--- config.mk ---
export PLATFORM = sky130hd
export DESIGN_NAME = dff_pipe_async_rst_n_vr
export DESIGN_NICKNAME = d
export VERILOG_FILES = /design/src/rtl/dff_pipe_async_rst_n_vr.sv
export SDC_FILE = /design/constraint.sdc
export NUM_CORES = 1
export LEC_CHECK = 0
export CORE_UTILIZATION = 35
export DETAILED_ROUTE_END_ITERATION = 8
export PLACE_DENSITY = 0.66
export SLEW_MARGIN = 20
export SYNTH_ARGS = -nofsm -noshare
export SYNTH_HDL_FRONTEND = slang
export SYNTH_SLANG_ARGS = --single-unit
--- constraint.sdc ---
create_clock -name clk -period 2.6 [get_ports clk]
set_input_delay 0.52 -clock clk [delete_from_list [all_inputs] [get_ports clk]]
set_output_delay 0.52 -clock clk [all_outputs]
set_load 0.005 [all_outputs]
--- src/rtl/dff_pipe_async_rst_n_vr.sv ---
// dff_pipe_async_rst_n_vr: elastic valid/ready register pipeline with bubble collapsing, flush and occupancy.
// Define DFF_PIPE_DATA_RST_EN to give the data registers an asynchronous reset to zero.
module dff_pipe_async_rst_n_vr #(
    parameter int WIDTH = 8,
    parameter int DEPTH = 2,
    localparam int LW = $clog2(DEPTH + 1)
) (
    input  logic             clk,
    input  logic             async_rst_n,
    input  logic             flush,
    input  logic             in_valid,
    output logic             in_ready,
    input  logic [WIDTH-1:0] in_data,
    output logic             out_valid,
    input  logic             out_ready,
    output logic [WIDTH-1:0] out_data,
    output logic [LW-1:0]    level
);
    logic [DEPTH-1:0] v;
    logic [DEPTH-1:0] move;
    logic [DEPTH:0]   ld;
    logic [DEPTH-1:0] take;
    logic [DEPTH-1:0] dtake;
    logic [WIDTH-1:0] d   [DEPTH];
    logic [WIDTH-1:0] src [DEPTH];

    // Load/move chain resolved from the output stage back towards the input stage.
    always_comb begin
        ld = '0;
        move = '0;
        ld[DEPTH] = out_ready && !flush;
        for (int i = DEPTH - 1; i >= 0; i--) begin
            move[i] = v[i] && ld[i+1];
            ld[i] = !v[i] || move[i];
        end
    end

    // Per-stage sources: stage 0 takes the producer, later stages take their predecessor.
    always_comb begin
        take = '0;
        dtake = '0;
        src[0] = in_data;
        take[0] = in_valid && in_ready;
        dtake[0] = in_valid;
        for (int i = 1; i < DEPTH; i++) begin
            src[i] = d[i-1];
            take[i] = move[i-1];
            dtake[i] = move[i-1];
        end
    end

    // Occupancy is the population count of the valid bits.
    always_comb begin
        level = '0;
        for (int i = 0; i < DEPTH; i++) level = level + LW'(v[i]);
    end

    assign in_ready  = ld[0] && !flush && async_rst_n;
    assign out_valid = v[DEPTH-1] && !flush;
    assign out_data  = d[DEPTH-1];

    // Valid bits: cleared by reset or flush, otherwise refilled on every loading stage.
    always_ff @(posedge clk or negedge async_rst_n) begin
        if (!async_rst_n) v <= '0;
        else if (flush) v <= '0;
        else for (int i = 0; i < DEPTH; i++) if (ld[i]) v[i] <= take[i];
    end

`ifdef DFF_PIPE_DATA_RST_EN
    // Data registers with reset; flush leaves them untouched.
    always_ff @(posedge clk or negedge async_rst_n) begin
        if (!async_rst_n) for (int i = 0; i < DEPTH; i++) d[i] <= '0;
        else for (int i = 0; i < DEPTH; i++) if (ld[i] && dtake[i]) d[i] <= src[i];
    end
`else
    // Data registers without reset; only valid bits qualify their contents.
    always_ff @(posedge clk) begin
        for (int i = 0; i < DEPTH; i++) if (ld[i] && dtake[i]) d[i] <= src[i];
    end
`endif
endmodule

# --- Word-level counts from Yosys, hierarchy flattened ---
# Memory sizes are Yosys's and may differ from the RTL's.
# Cells that the tools add are included.
op_classes:
  n_addsub: 1
  muxes: 7
  n_reduce_logical: 16
op_table:
  columns: ["op", "n"]
  rows:
  - ["1-bit logical AND", 9]
  - ["1-bit 2-to-1 mux", 6]
  - ["2-bit nonzero test", 2]
  - ["1-bit logical NOT", 3]
  - ["1-bit by 1-bit adder with 2-bit output", 1]
  - ["1-bit logical OR", 2]
  - ["2-bit 2-to-1 mux", 1]
totals:
  reg_bits: 2
  ram_bits: 16
  in_bits: 13
  output_inout_bits: 12
  wordCells: 27
  n_memories: 1
mem_list:
  columns: ["name", "depth", "width", "rd", "rd_ports_with_merged_regs", "wr", "line", "rtl"]
  rows:
  - ["d", 2, 8, 2, 0, 2, "24", "logic [WIDTH-1:0] d [DEPTH];"]

# --- Logic depth before layout (Yosys ltp) ---
# Gate-level depths: netlist of run 1.
depth:
  depth_word: 11
  mapped_depth: 2
  mapped_depth_nobuf: 2

# --- Worst setup path before layout of run 1 ---
# No wires, ideal clock.
synth_timing:
  path_kind: "input to register"
  start: "input flush"
  end: "memory d[0][0] (enable)"
  arrival_time_ps: 1164
  t_required_ps: 2222
  slack_ps: 1058
  path_stages: 2
  path_buffers: 0
  cell_sequence: "nand2b_1 a31oi_1"
synth_lines:
  columns: ["item", "line", "rtl"]
  rows:
  - ["from (decl)", "10", "input logic flush,"]
  - ["to (decl)", "24", null]

# --- Worst setup path in the final report of run 1 ---
layout_timing:
  start: "input out_ready"
  end: "output in_ready"
layout_between:
  elab_chain_len: 7
layout_lines:
  columns: ["item", "line", "rtl"]
  rows:
  - ["from (decl)", "15", "input logic out_ready,"]
  - ["1-bit logical AND", "31", "ld[DEPTH] = out_ready && !flush;"]
  - ["1-bit logical AND", "33", "move[i] = v[i] && ld[i+1];"]
  - ["1-bit logical OR", "34", "ld[i] = !v[i] || move[i];"]
  - ["1-bit logical AND", "33", null]
  - ["1-bit logical OR", "34", null]
  - ["1-bit logical AND (2 in a row)", "58", "assign in_ready = ld[0] && !flush && async_rst_n;"]
  - ["to (decl)", "12", "output logic in_ready,"]
# No other way between the ends.

==> results of run 1 <==
-- area by class of cell --
class | instances | share of cell area (%)
clock buffers | 4 | 2.846
inverters | 2 | 0.8130
multi-input cells | 11 | 7.859
flip-flops and latches | 18 | 57.45
well taps | 25 | 3.388
repair buffers | 26 | 27.64
-- placed cells by master (no fill, tap or decap) --
master	n
nand2_1	1
clkbuf_1	1
clkbuf_4	3
and3b_1	1
clkdlybuf4s50_1	24
dfrtp_1	2
nor2b_1	1
inv_1	2
nand2b_1	2
buf_4	2
edfxtp_1	16
nand3b_1	1
a31oi_1	1
ha_1	1
a21oi_1	3
-- cell families (layout without fill, tap and decap cells) --
group,Yosys count,count (layout)
buf+inv,10,32
flops,18,18
fa+ha+maj,1,1
simple gates,6,6
compound gates,4,4
-- per-layer routing --
layer | vias up | share of wire [%] | GRT usage, %
met1 | 163 | 34 | 10.65
met5 | - | 0 | 0
met3 | 2 | 4.9 | 3.571
met2 | 15 | 58 | 18.86
met4 | 0 | 3.3 | 7.059
li1 | 175 | - | -
-- where the power goes --
| part | total [W] | switching [W] | internal (W) |
|---|---|---|---|
| clock | 0.000138 | 0.0000787 | 0.0000596 |
| sequential | 0.000333 | 0.00000402 | 0.000329 |
| combinational | 0.0000438 | 0.0000134 | 0.0000304 |
-- registers in the layout, indices dropped and copies added (netlist names) --
name and flops:
d 16, v 2
-- metrics by stage --
stage	util (%)	std cells	total power (W)	area, µm²	hold slack, ps
finish	52.34	86	0.0005149	923.4	414.1
global route	52.34	86	0.0005402	923.4	392.3
CTS	52.34	86	0.0005217	923.4	408.0
detailed placement	50.85	82	0.0003839	897.1	404.5
global placement	50.85	82	0.0003824	897.1	401.8
floorplan	-	39	0.0003524	670.6	224.4
-- worst min-delay path by stage --
stage | startpoint | end | slack (ps) | depth (start not counted)
floorplan | async_rst_n | v[0] | 220 | 0
global placement | d[0][6] | d[0][14] | 400 | 0
detailed placement | d[0][5] | d[0][13] | 400 | 0
CTS | async_rst_n | v[1] | 410 | 1
global route | async_rst_n | v[1] | 390 | 1
finish | async_rst_n | v[1] | 410 | 1
-- critical path, delay by kind of cell --
kind	cells	cell delay (ps)
buffers and inverters	2	980
AND/OR/NAND/NOR	2	290
==> results_dict.tcl, run 1 <==
set metrics [dict create \
    antenna_found_initial 0 \
    wirelength_um 874 \
    synth-seq-cells 18 \
    layout_min_cycle_time_ps 2317 \
    synth_most_common_cell "edfxtp_1" \
    cp.arrival_ps 1800 \
    slowest_delay_ps 490 \
    gp_congestion 0.6130 \
    clock-skew-final_ps 5.828 \
    hold_class "in2async" \
    rr_worst_depth 2 \
    clock_sinks 18 \
    synthToLayoutAreaGrowth_pct 37.69 \
    hold_buffers 0 \
    crit_path_start "out_ready" \
    r2r-end "d[0][0]" \
    dieArea_mm2 0.002095 \
    first_pass_iters 3 \
    syn_area_um2 670.6 \
    synth_top_area_share_pct 71.64 \
    synth_fa_ha_area_share_pct 1.866 \
    path_clk_slew_ps 90 \
    fin_nets 76 \
    hold_viol 0 \
    core_mm2 0.001764 \
    p_leak_nw 0.3354 \
    grt_start_max_net_pins 11 \
    ant_nets 0 \
    synthMuxAreaShare_pct 0 \
    dieHeight_um 45.78 \
    cts.root.buffer_cell "clkbuf_4" \
    overflow 0 \
    drt_first_iter_violations 6 \
    setup_viol_count_final 0 \
    critPathMaxFanout 3 \
    yosys_warnings 0 \
    hpwl_um 691.9 \
    worstSkewPairLatency_ps 290 \
    status "finished, final reports clean" \
    cap_viol_max_count 0 \
    multi_input_area_um2 72.57 \
    grt_use_total_pct 10.74 \
    cts_resized 0 \
    synth_top_family_by_area "buffers and inverters" \
    rsz0062_at_grt "no" \
    cts_tree "done" \
    drive_above_1_share_pct 8.197 \
    drcViolationCount 0 \
    routed-via-count 355 \
    netlist_top_cells_area "edfxtp_1 (72%), buf_4 (9.0%), dfrtp_1 (7.5%)" \
    cts_buffers 3 \
    cp-end-kind "output port" \
    filler_cell_count 161 \
    diodes 0 \
    rows 15 \
    ys_seq_area_share_pct 79.10 \
    startpoint_type "input pin" \
    cts_setup_buffers 0 \
    die_w_um 45.78 \
    timing.final.crit_share_pct 89.11 \
    critPathCapture "in_ready" \
    finalSetupTns_ps 0 \
    synth_compound_area_share_pct 3.172 \
    wl_per_cell_um 10.16 \
    drv_slew 0 \
    synth_edf_count 16 \
    crit_top_cell "clkdlybuf4s50_1" \
    cp_cell_sequence "clkdlybuf4s50_1 > nand3b_1 > and3b_1 > clkdlybuf4s50_1" \
    cts.path.max_buffers 2 \
    tightestPinTransition_ps 325.5 \
    post_drt_via_cell_ratio 4.128 \
    max_freq_mhz 431.6 \
    first_global_vias 362 \
    postSynthAreaPerCell_um2 17.20 \
    relSlewSlack_pct 78.20 \
    slowest_stage "clkdlybuf4s50_1" \
    syn-num-nets 53 \
    initial_core_util_pct 38.01 \
    synth_commonest_cells "edfxtp_1 (16), buf_4 (8), a21oi_1 (3)" \
    synth_xor_area_share_pct 0 \
    ff_latch_area_um2 530.5 \
    ir_worst_vdd_mv 0.3449 \
    yosys.area.top_type "edfxtp_1" \
    syn_inst 39 \
    grt_pass1_wl_um 1469 \
    rr_startpoint "v[0]" \
    dpl_worst_slack_ps 284.1 \
    io_buffers 24 \
    worst_slack_ps 283.2 \
    yosysUniqueCellTypes 12 \
    async_flop_share_pct 11.11 \
    powerDensity_mw_per_mm2 557.6 \
    path_class "in2out" \
    r2r_setup_slack_ps 1350 \
    h-tree-depth 1 \
    synthSimpleGateAreaFrac_pct 5.784 \
    io_pins 25 \
    synth_ff_type "edfxtp_1" \
    cp.required_ps 2080 \
]
Note: power is estimated with default switching activity, not from simulation.
==> inputs of run 2 (changes only) <==
==> constraint.sdc (replaced) <==
create_clock -name clk -period 2.55 [get_ports clk]
set_input_delay 0.51 -clock clk [delete_from_list [all_inputs] [get_ports clk]]
set_output_delay 0.51 -clock clk [all_outputs]
set_load 0.005 [all_outputs]
==> results of run 2 <==
The final DEF is identical to that of run 1. Status: finished, final reports clean.
Among the figures that moved: setup slack after placement 284.1 ps -> 254.1 ps; setup slack after layout 283.2 ps -> 253.2 ps; hold slack 414.1 ps -> 404.1 ps; register-to-register setup slack 1350 ps -> 1300 ps; total power 0.0005149 W -> 0.0005249 W; worst IR drop on VDD 0.3449 mV -> 0.3517 mV
==> edit 1: new RTL, config.mk and constraints of run 1 <==
Put a register stage on the output `level`, cleared by the reset. The value now appears one clock later. The other outputs are not delayed to match.
--- a/src/rtl/dff_pipe_async_rst_n_vr.sv
+++ b/src/rtl/dff_pipe_async_rst_n_vr.sv
@@ -17,4 +17,6 @@
     output logic [LW-1:0]    level
 );
+
+    logic [LW-1:0] level_d;
     logic [DEPTH-1:0] v;
     logic [DEPTH-1:0] move;
@@ -52,6 +54,6 @@
     // Occupancy is the population count of the valid bits.
     always_comb begin
-        level = '0;
-        for (int i = 0; i < DEPTH; i++) level = level + LW'(v[i]);
+        level_d = '0;
+        for (int i = 0; i < DEPTH; i++) level_d = level_d + LW'(v[i]);
     end
 
@@ -79,4 +81,12 @@
     end
 `endif
+    always_ff @(posedge clk or negedge async_rst_n) begin
+        if (!async_rst_n) begin
+            level <= '0;
+        end else begin
+            level <= level_d;
+        end
+    end
+
 endmodule
 
Check against the original RTL: not equivalent (a bounded check fails within 4 cycles, from zero or initial values and one cycle with async_rst_n low).
==> edit 1 against run 1 <==
  * Worst setup slack barely moved
  * Design area is 7.6% higher
  * Highest routed layer is now met3
  * Core utilization down 1.2 points
  * Synthesized area up 7.5%
  * Fmax barely moved
  * Sequential share of layout area increased by 0.99 points
  * Final cell count up 5.8%
  * Worst hold slack gained 0.015 ns
  * Sequential cell count grew 2
  * Global-route usage down 0.73 points
  * Total power up 13%
  * Routed wire length is 5.1% higher
  * Largest power group unchanged
  * Sequential power increased by 9.6%
==> edit 1: results (changes against run 1) <==
Outcome
  • Status: complete, no violations

Setup path
  • R2r startpoint: v[1]
  • Flop2flop setup slack: 1.54 ns (+0.19 ns)
  • CP endpoint: in_ready
  • Top Family by Delay on Critical Path: buffers and inverters
  • Reg2Reg Depth: 2 (unchanged)
  • CP peak stage delay: 0.49 ns (about the same)
  • Reg-to-Reg End: d[0][3]

Pwr
  • Worst VDD drop: 0.000375 V (+8.7%)
  • P_leak: 0.373 nW (+11%)

Synthesis
  • Post-synthesis sequential area ratio: 80.6% (+1.5 points)
  • Synth top area cells: edfxtp_1, dfrtp_1, buf_4
  • Number of synthesized flops with an enable pin: 16 (unchanged)
  • Syn Nets: 55 (+3.8%)
  • Mapped Avg Cell Area: 17.6 µm² (+2.2%)
  • Async set-or-reset flop fraction in the synthesized netlist: 20.0% (+8.9 points)
  • Post-synth top cells: edfxtp_1, buf_4, dfrtp_1
  • Syn. warnings: 0 (unchanged)

Min path
  • Min-delay worst type: flip-flop to flip-flop
  • Hold Crit Start: d[0][5]
  • Hold Crit Endpoint: d[0][13]

Clock tree
  • Htree depth: 1 (unchanged)
  • Clock transition at path regs: ~0.1 ns
  • Post-CTS sizing: 0 (unchanged)
  • Longest Clk Path Bufs: 2 (unchanged)

Layout
  • Top Registers: d (16), level (2), v (2)
  • Max FFs per register: 16 (unchanged)
  • Final #Nets: 79 (+3.9%)
  • Fillers: 189 (+17%)
  • Fraction of layout cells with a size suffix above 1: 10.9% (+2.7 points)

Routing
  • Final wirelength: 919 µm (+5.1%)
  • Pre-Repair DR Iteration Count: 2 (-1)
  • Via-to-Cell Ratio: 4.16 (+0.89%)
  • Met3 Routed Length: 88 µm (+100%)
  • Met2 routed WL: 490 µm (-3.0%)
  • Number of DRC violations after detailed-routing iteration 0: 1 (-5)
  • DR WL/cell: 10.1 µm (-0.63%)
  • Remaining DRCs: 0 (unchanged)
  • Met1 WL: 341 µm (+15%)
  • Uppermost layer routed: met3

Place
  • Routability cong.: 0.653 (+6.6%)
  • Worst slack at placement: 0.285 ns (+0.000847 ns)
  • DP Cell Count: 87 (+6.1%)
  • Cell Area, Placed: 957 µm² (+6.7%)
  • Post-DP HPWL: 739 µm (+6.8%)

GRT
  • Met1 Resource Use GR: 10.0% (-0.62 points)
  • Largest net degree at the start of global routing: 12 (+1)
  • Grt met2 use: 17.8% (-1.0 points)
  • Vias in the first global route: 377 (+4.1%)
  • Global-route wire length before repair: 1.50 mm (+2.4%)
  • Total GRT Usage: 10.0% (-0.73 points)
  • M3 GR Usage: 5.00% (+1.4 points)

Timing
  • Hold slack: 0.429 ns (+0.0147 ns)
  • Setup violations, final: 0 (unchanged)
  • Actual slew at the worst max-slew pin: 0.187 ns (-0.138 ns)
  • Clock skew: 0.00132 ns (-0.00450 ns)
  • Period utilization: 89.1% (about the same)
edit 1: where the power goes:
group	switching, W	internal (W)	total [W]	leakage, nW
clock	0.0000839	0.0000851	0.000169	0.0210
sequential	0.00000412	0.000361	0.000365	0.206
combinational	0.0000146	0.0000314	0.0000460	0.147
edit 1: logic make-up (layout without fill, tap and decap cells):
kind of cell | Yosys count | in the layout | share of synthesized area (%)
adders and majority gates | 1 | 1 | 1.74
AOI/OAI and AO/OA | 4 | 4 | 2.95
DFF | 20 | 20 | 80.6
buffers and inverters | 10 | 33 | 9.38
and+or+nand+nor | 6 | 6 | 5.38
edit 1: cell type report:
type	instances	share of cell area (%)
multi-input combinational	11	7.30
inverter	2	0.756
tap	27	3.40
clock buffer	4	3.65
sequential	20	58.4
timing repair buffer	27	26.4
edit 1: worst reg2reg max path: cells and delay by family (launching register included):
family,cells,cell delay (ns)
DFF,1,0.45
AOI/OAI and AO/OA,1,0.15
buffers and inverters,1,0.18
==> edit 2: new RTL, config.mk and constraints of run 1 <==
Without the edit above. The option `DFF_PIPE_DATA_RST_EN` is turned on by a define.
--- a/src/rtl/dff_pipe_async_rst_n_vr.sv
+++ b/src/rtl/dff_pipe_async_rst_n_vr.sv
@@ -1,4 +1,6 @@
 // dff_pipe_async_rst_n_vr: elastic valid/ready register pipeline with bubble collapsing, flush and occupancy.
 // Define DFF_PIPE_DATA_RST_EN to give the data registers an asynchronous reset to zero.
+`define DFF_PIPE_DATA_RST_EN
+
 module dff_pipe_async_rst_n_vr #(
     parameter int WIDTH = 8,
Formal check against the unedited RTL: not equivalent (Yosys sat finds a counterexample within 4 cycles, from zero or initial values and one cycle with async_rst_n low).
==> edit 2 against run 1 <==
  * Critical path depth up 1
  * Design area grew 14%
  * Clock skew shrank 0.0026 ns
  * Routed wire length rose by 39%
  * Worst setup slack worse by 0.0013 ns
  * Fmax hardly changed
  * Via count grew 34%
  * Synthesized area is 18% higher
  * Core utilization is 0.99 points lower
  * Worst hold slack gained 0.094 ns
  * Sequential cell count stayed put
  * Register-to-register slack worse by 0.12 ns
  * Synthesized cell count increased by 44%
  * Highest routed layer unchanged
Power is not compared: it rests on default switching activity, and its combinational part moved more than twofold at a synthesized area within 25%.
==> edit 2: results (changes against run 1) <==
Outcome
  • Status: complete, no violations

Layout
  • Fraction of layout cells with a size suffix above 1: 31.2% (+23 points)
  • Final #Nets: 92 (+21%)
  • Fillers: 195 (+21%)

Routing
  • Number of DRC violations after detailed-routing iteration 0: 1 (-5)
  • Pre-Repair DR Iteration Count: 4 (+1)
  • Via-to-Cell Ratio: 4.56 (+10%)
  • DR WL/cell: 11.7 µm (+15%)
  • Via Count: 474 (+34%)

Setup path
  • R2r startpoint: v[0]
  • CP endpoint: in_ready
  • Reg-to-Reg End: d[14]
  • Slowest-stage cell, CP: clkdlybuf4s50_1
  • CP peak stage delay: 0.44 ns (-0.05 ns)
  • Top Family by Delay on Critical Path: buffers and inverters
  • Flop2flop setup slack: 1.23 ns (-0.12 ns)
  • CP startpoint: out_ready
  • Reg2Reg Depth: 3 (+1)
  • Crit path max fanout: 2 (-1)
  • Critical path arrival: 1.80 ns (about the same)

Place
  • DP Cell Count: 100 (+22%)
  • Routability cong.: 0.652 (+6.3%)
  • Cell Area, Placed: 0.00101 mm² (+13%)
  • Post-DP HPWL: 908 µm (+31%)
  • Worst slack at placement: 0.287 ns (+0.00315 ns)
  • IO buf count: 24 (unchanged)

Synthesis
  • Mapped Avg Cell Area: 14.1 µm² (-18%)
  • Async set-or-reset flop fraction in the synthesized netlist: 100% (+89 points)
  • Area leader, netlist: dfrtp_1
  • Post-synth top cells: dfrtp_1, mux2_2, buf_4
  • Synth top area cells: dfrtp_1, mux2_2, buf_4
  • Syn Nets: 70 (+32%)
  • Post-synthesis sequential area ratio: 57.0% (-22 points)
  • Syn. warnings: 0 (unchanged)

Timing
  • Period utilization: 89.2% (about the same)
  • Clock skew: 0.00322 ns (-0.00261 ns)
  • Hold slack: 0.508 ns (+0.0940 ns)
  • Slew headroom: 78.6% (+0.36 points)

Clock tree
  • Worst-skew pair later-pin latency: 0.29 ns (about the same)
  • Longest Clk Path Bufs: 2 (unchanged)
  • Root Driver: clkbuf_4
  • Clock transition at path regs: 0.09 ns (about the same)
  • CTS Buf Count: 3 (unchanged)

Min path
  • Hold Crit Start: d[10]
  • Hold depth: 1
  • Hold Crit Endpoint: out_data[2]
  • Min-delay worst type: flip-flop to flip-flop

GRT
  • Largest net degree at the start of global routing: 20 (+9)
  • Vias in the first global route: 463 (+28%)
  • Total GRT Usage: 12.0% (+1.3 points)
  • Initial antenna violation count: 0 (unchanged)
  • Global-route wire length before repair: 2.16 mm (+47%)

Pwr
  • P_leak: about 0.44 nW
-- edit 2: cell types whose count changed after synthesis --
cell | run 1 | this run
dfrtp_1 | 2 | 18
edfxtp_1 | 16 | 0
mux2_2 | 0 | 16
nor2_1 | 0 | 3
a21oi_1 | 3 | 1
nand2_1 | 1 | 3
nand2b_1 | 2 | 0
o21ai_4 | 0 | 2
a31oi_1 | 1 | 0
inv_1 | 2 | 1
nand3b_1 | 1 | 0
nor2b_2 | 0 | 1
-- edit 2: kinds of logic (layout without fill, tap and decap cells) --
kind of cell | count (synthesis) | after routing | synth area share, %
AOI/OAI and AO/OA | 3 | 3 | 4.75
muxes | 16 | 16 | 22.8
and+or+nand+nor | 9 | 9 | 5.86
DFF | 18 | 18 | 57.0
buffers and inverters | 9 | 30 | 8.07
adders and majority gates | 1 | 1 | 1.58
-- edit 2: where the power goes --
part | leakage (nW) | internal, W | total, W | switching, W
Combinational | 0.201 | 0.000111 | 0.000155 | 0.0000435
Sequential | 0.216 | 0.000325 | 0.000347 | 0.0000217
Clock | 0.0210 | 0.0000853 | 0.000165 | 0.0000801
Total | 0.438 | 0.000521 | 0.000667 | 0.000145
-- edit 2: area by class of cell --
cell class / count / area [µm²] / share of cell area (%)
flip-flops and latches: 18 / 450 / 43.0
multi-input cells: 29 / 277 / 26.4
repair buffers: 25 / 248 / 23.6
clock buffers: 4 / 36.3 / 3.46
well taps: 27 / 33.8 / 3.22
inverters: 1 / 3.75 / 0.358
-- edit 2: layer usage --
metal  part of all wire (%)  GRT usage (%)
met2                     45           17.8
met4                   0.66           4.29
met1                     46           16.0
met5                      0              0
met3                    7.6           4.63
